**src/rtl/gmii_tx_arbiter.sv**
```systemverilog
// ---------------------------------------------------------------------------
// gmii_tx_arbiter
//   Shares one GMII transmit path between two byte-stream frame sources.
//   Round-robin arbitration at frame boundaries, preamble/SFD insertion,
//   inter-frame gap enforcement and underrun signalling on gmii_tx_er.
//   Single clock domain (GMII TX clock), synchronous active-high reset.
//
//   Optional feature macro: GMII_TX_ARB_PAD_EN
//     defined   -> short frames are padded with 0x00 up to MIN_FRAME_LEN
//     undefined -> no padding; last byte goes straight to the gap
// ---------------------------------------------------------------------------
module gmii_tx_arbiter #(
    parameter int unsigned PREAMBLE_LEN  = 7,
    parameter int unsigned IFG_LEN       = 12
`ifdef GMII_TX_ARB_PAD_EN
    ,
    parameter int unsigned MIN_FRAME_LEN = 60
`endif
) (
    input  logic       clk,
    input  logic       rst,

    input  logic [7:0] s0_data,
    input  logic       s0_valid,
    input  logic       s0_last,
    output logic       s0_ready,

    input  logic [7:0] s1_data,
    input  logic       s1_valid,
    input  logic       s1_last,
    output logic       s1_ready,

    output logic [7:0] gmii_tx_data,
    output logic       gmii_tx_en,
    output logic       gmii_tx_er,
    output logic       grant,
    output logic       busy
);

    localparam logic [2:0] ST_IDLE  = 3'd0;
    localparam logic [2:0] ST_PRE   = 3'd1;
    localparam logic [2:0] ST_SFD   = 3'd2;
    localparam logic [2:0] ST_DATA  = 3'd3;
    localparam logic [2:0] ST_DRAIN = 3'd4;
    localparam logic [2:0] ST_IFG   = 3'd5;

    localparam logic [7:0] PRE_BYTE = 8'h55;
    localparam logic [7:0] SFD_BYTE = 8'hD5;

    // One shared cycle counter serves the preamble and the gap.
    localparam int unsigned CNT_MAX = (PREAMBLE_LEN > IFG_LEN) ? PREAMBLE_LEN : IFG_LEN;
    localparam int unsigned CNT_W   = $clog2(CNT_MAX + 1);
    localparam logic [CNT_W-1:0] PRE_LAST = CNT_W'(PREAMBLE_LEN - 1);
    localparam logic [CNT_W-1:0] IFG_LAST = CNT_W'(IFG_LEN - 1);

`ifdef GMII_TX_ARB_PAD_EN
    localparam logic [2:0]  ST_PAD  = 3'd6;
    localparam int unsigned BCNT_W  = 16;
    localparam logic [BCNT_W-1:0] MIN_LEN  = BCNT_W'(MIN_FRAME_LEN);
    localparam logic [BCNT_W-1:0] BCNT_SAT = {BCNT_W{1'b1}};

    // Data+pad byte count of the frame in flight; only the pad decision reads it.
    logic [BCNT_W-1:0] byte_cnt;
    logic [BCNT_W-1:0] byte_cnt_d;
    logic [BCNT_W-1:0] byte_cnt_inc;
`endif

    logic [2:0]       state;
    logic [2:0]       state_d;
    logic [CNT_W-1:0] cnt;
    logic [CNT_W-1:0] cnt_d;
    logic             grant_d;
    logic             rr;
    logic             rr_d;
    logic [7:0]       data_d;
    logic             en_d;
    logic             er_d;
    logic             busy_d;

    logic [7:0]       sel_data;
    logic             sel_valid;
    logic             sel_last;

    // Mux the granted source's stream.
    always_comb begin
        sel_data  = grant ? s1_data  : s0_data;
        sel_valid = grant ? s1_valid : s0_valid;
        sel_last  = grant ? s1_last  : s0_last;
    end

    // Only the granted source is accepted, and only while taking or draining bytes.
    always_comb begin
        s0_ready = 1'b0;
        s1_ready = 1'b0;
        if (state == ST_DATA || state == ST_DRAIN) begin
            s0_ready = ~grant;
            s1_ready = grant;
        end
    end

    // Next-state and next-output logic.
    always_comb begin
        state_d = state;
        cnt_d   = cnt;
        grant_d = grant;
        rr_d    = rr;
        data_d  = 8'h00;
        en_d    = 1'b0;
        er_d    = 1'b0;
`ifdef GMII_TX_ARB_PAD_EN
        byte_cnt_d   = byte_cnt;
        byte_cnt_inc = (byte_cnt == BCNT_SAT) ? byte_cnt : byte_cnt + BCNT_W'(1);
`endif

        case (state)
            ST_IDLE: begin
                cnt_d = '0;
`ifdef GMII_TX_ARB_PAD_EN
                byte_cnt_d = '0;
`endif
                if (s0_valid || s1_valid) begin
                    grant_d = (s0_valid && s1_valid) ? rr : s1_valid;
                    rr_d    = ~grant_d;
                    state_d = ST_PRE;
                end
            end

            ST_PRE: begin
                data_d = PRE_BYTE;
                en_d   = 1'b1;
                if (cnt == PRE_LAST) begin
                    cnt_d   = '0;
                    state_d = ST_SFD;
                end else begin
                    cnt_d = cnt + CNT_W'(1);
                end
            end

            ST_SFD: begin
                data_d  = SFD_BYTE;
                en_d    = 1'b1;
                state_d = ST_DATA;
            end

            ST_DATA: begin
                en_d = 1'b1;
                if (sel_valid) begin
                    data_d = sel_data;
`ifdef GMII_TX_ARB_PAD_EN
                    byte_cnt_d = byte_cnt_inc;
`endif
                    if (sel_last) begin
                        cnt_d = '0;
`ifdef GMII_TX_ARB_PAD_EN
                        state_d = (byte_cnt_inc < MIN_LEN) ? ST_PAD : ST_IFG;
`else
                        state_d = ST_IFG;
`endif
                    end
                end else begin
                    // Source ran dry mid-frame: one error byte, then discard the rest.
                    er_d    = 1'b1;
                    cnt_d   = '0;
                    state_d = ST_DRAIN;
                end
            end

            ST_DRAIN: begin
                // Line is already idle here, so these cycles count towards the gap.
                if (cnt < IFG_LAST) begin
                    cnt_d = cnt + CNT_W'(1);
                end
                if (sel_valid && sel_last) begin
                    state_d = ST_IFG;
                end
            end

            ST_IFG: begin
                if (cnt >= IFG_LAST) begin
                    cnt_d   = '0;
                    state_d = ST_IDLE;
                end else begin
                    cnt_d = cnt + CNT_W'(1);
                end
            end

`ifdef GMII_TX_ARB_PAD_EN
            ST_PAD: begin
                en_d       = 1'b1;
                byte_cnt_d = byte_cnt_inc;
                if (byte_cnt_inc >= MIN_LEN) begin
                    cnt_d   = '0;
                    state_d = ST_IFG;
                end
            end
`endif

            default: begin
                state_d = ST_IDLE;
            end
        endcase

        busy_d = (state_d != ST_IDLE);
    end

    // State, counters and registered GMII outputs.
    always_ff @(posedge clk) begin
        if (rst) begin
            state        <= ST_IDLE;
            cnt          <= '0;
            grant        <= 1'b0;
            rr           <= 1'b0;
            gmii_tx_data <= 8'h00;
            gmii_tx_en   <= 1'b0;
            gmii_tx_er   <= 1'b0;
            busy         <= 1'b0;
`ifdef GMII_TX_ARB_PAD_EN
            byte_cnt     <= '0;
`endif
        end else begin
            state        <= state_d;
            cnt          <= cnt_d;
            grant        <= grant_d;
            rr           <= rr_d;
            gmii_tx_data <= data_d;
            gmii_tx_en   <= en_d;
            gmii_tx_er   <= er_d;
            busy         <= busy_d;
`ifdef GMII_TX_ARB_PAD_EN
            byte_cnt     <= byte_cnt_d;
`endif
        end
    end

endmodule

```
**config.mk**
```make
export PLATFORM = sky130hd
export DESIGN_NAME = gmii_tx_arbiter
export DESIGN_NICKNAME = d
export VERILOG_FILES = /design/src/rtl/gmii_tx_arbiter.sv
export SDC_FILE = /design/constraint.sdc
export NUM_CORES = 1
export LEC_CHECK = 0
export BUFFER_PORTS_ARGS = -buffer_cell sky130_fd_sc_hd__buf_2
export CAP_MARGIN = 10
export CORE_MARGIN = 4
export CORE_UTILIZATION = 45
export DETAILED_ROUTE_END_ITERATION = 8
export GPL_TIMING_DRIVEN = 1
export PLACE_DENSITY = 0.73
export RECOVER_POWER = 100
export SYNTH_ARGS = -nofsm -noshare
export SYNTH_HDL_FRONTEND = slang
export SYNTH_SLANG_ARGS = --single-unit
```
**constraint.sdc**
```tcl
create_clock -name clk -period 1.9 [get_ports clk]
set_input_delay 0.38 -clock clk [delete_from_list [all_inputs] [get_ports clk]]
set_output_delay 0.38 -clock clk [all_outputs]
set_load 0.05 [all_outputs]
```
==> flow_summary.toml <==
[sta]
fin_crit_ps = 1850
final_hold_viol_count = 0
fmax_mhz = 540
fin_skew_ps = 10.6
slew_viol_final = 0
setup_violations = 0
tightest_slew_ps = 606
slew_headroom_pct = 59.8
fin_crit_sh_pct = 97.5

[logic_synthesis]
synth_area_per_cell_um2 = 9.10
ys_seq_elements = 20
seq_area_frac_synth_pct = 37.3
ys_types = 44
synth_area_um2 = 1070
synthesis.instances = 118
async_reset_ff_share_pct = 0
synthFlopType = "dfxtp_1"
ys_warn_count = 0
synth_edf_count = 0
synth_fp_nets = 142

[cts]
cts_buffer_depth = 2
cts_tree = "built"
clk_pin_slew_ps = 120
cts-resized-gates = 3
h-tree-depth = 1
clock_sinks = 20
post_cts.repair.setup_buffers = 0
cts_buffers = 3
cts_root_buf = "clkbuf_4"
cts_hold_buf = 0
insertion_delay_ps = 300

[die]
design.core.area_um2 = 2230
die_height_um = 56.8
ios = 36
initial_utilization_pct = 48.1
rows = 17
die_area_um2 = 3230
die_x_um = 56.8

[layout]
nets = 180
mostFrequentLayoutCells = "buf_2 (21), dfxtp_1 (18), nor2_1 (16)"
final_area_um2 = 1310
n_antenna_cell = 0
n_fill_cell = 222
final_cell_count_no_fill = 183
layout-drive-gt1-share_pct = 31.0
layout_commonest_cell = "buf_2"
syn_to_final_growth_pct = 21.6

[place]
dp.cells = 179
dpl_cell_area_um2 = 1280
portBuffers = 35
gp_congestion = 0.879
dp_hpwl_um = 1750

[power_and_ir_drop]
p_int_mw = 0.631
sw_frac_of_total_pct = 29.8
power.leakage_nw = 0.555
power.density_nw_per_um2 = 689
seq_power_share_pct = 50.4
ir_worst_vdd_mv = 0.492
comb_power_share_pct = 21.8
p_clk_share_pct = 27.8
switchingPower_mw = 0.268

[setup_path]
critPathMaxFanout = 2
crit_path_start_kind = "flop"
arrival_ps = 1470
worstPathRequired_ps = 1520
worstSetupEndpointType = "output port"
crit_type = "flop to output port"

[grt]
grt_usage_pct = 14.0
grt_pass1_wl_um = 3680
grt_antenna_before_repair = 0
grt_pass1_vias = 861
overflow = 0
grt_max_degree = 16

[hold_path]
hold_path.class = "primary input to flop"

[drt]
vias = 976
viasPerCell = 5.33
wirelength_um = 2350
drc = 0
drtIter0Drc = 22
first_pass_iters = 4
antenna_left = 0
wl_per_cell_um = 12.9

[job]
drv_cap = 0

[run_status]
outcome = "complete, no violations"
-- cell families (layout without fill, tap and decap cells) --
family,after synthesis,after routing,synth area share [%]
simple gates,41,41,20.4
compound gates,29,29,21.3
flops,20,20,37.3
buf+inv,14,51,6.64
mux,11,11,11.2
fa+ha+maj,2,2,2.33
xor+xnor,1,1,0.816
-- Yosys cell counts (all sizes together) (2+ instances only) --
library cell  number  area (um^2)
a31oi              2         12.5
nor4               4         31.3
o2bb2ai            2         17.5
nor3               2         10.0
ha                 2         25.0
buf                6         41.3
nand2              5         18.8
inv                7         26.3
a21oi              9         52.6
nor2              17         71.3
o221ai             2         17.5
o21ai              4         20.0
mux2i              6         63.8
a32oi              2         25.0
dfxtp             20          400
nand3              3         15.0
mux2               5         56.3
and2               2         12.5
-- metrics by stage --
step | hold slack [ps] | util (%) | worst slack (ps) | setup TNS (ps) | power [mW]
2_1_floorplan | 460 | - | -0.347 | -0.347 | 0.614
3_3_place_gp | 488 | 57.3 | 334 | 0 | 0.660
3_5_place_dp | 489 | 57.3 | 303 | 0 | 0.664
4_1_cts | 304 | 59.2 | 8.44 | 0 | 0.912
5_1_grt | 323 | 58.4 | -1.11 | -1.11 | 0.934
6_report | 304 | 58.4 | 47.8 | 0 | 0.899
-- power groups by stage --
stage	clock network (mW)	logic [mW]	registers (mW)
finish	0.250	0.196	0.453
global route	0.265	0.214	0.455
detailed placement	0	0.203	0.462
global placement	0	0.199	0.461
floorplan	0	0.113	0.501
CTS	0.257	0.203	0.452
-- metal layers --
layer  vias to the layer above  wire [um]  GRT usage [%]
li1                        502          -              -
met1                       440       1070           17.5
met2                        32       1060           23.6
met3                         2        215           3.45
met4                         0         14           3.97
met5                         -          0              0
-- flip-flops by register name (all words and copies together), names as in the netlist --
signal,cells
cnt,4
busy,1
gmii_tx_data,8
rr,1
grant,1
gmii_tx_en,1
gmii_tx_er,1
state,3
-- cell type report --
cell class	count	area [um^2]	share of cell area, %
multi-input combinational	84	593	45.4
sequential	20	403	30.9
timing repair buffer	40	211	16.2
clock buffer	4	36.3	2.78
tap	28	35.0	2.68
inverter	7	26.3	2.01
-- path summary, 6_finish.rpt --
path               from         endpoint  slack (ps)  cells after the start
min          s0_data[1]  gmii_tx_data[1]         300                      3
max reg2reg      cnt[1]           cnt[1]         200                      5
max            state[1]         s0_ready          50                      4
min reg2reg      cnt[1]           cnt[1]         520                      1
-- worst max-delay path: stages, from the launching register on --
cell     delay (ps)
dfxtp_2         350
or3b_4          400
o21ai_1          90
nor2b_2         170
buf_6           160
Power figures use the tool's default switching activity.
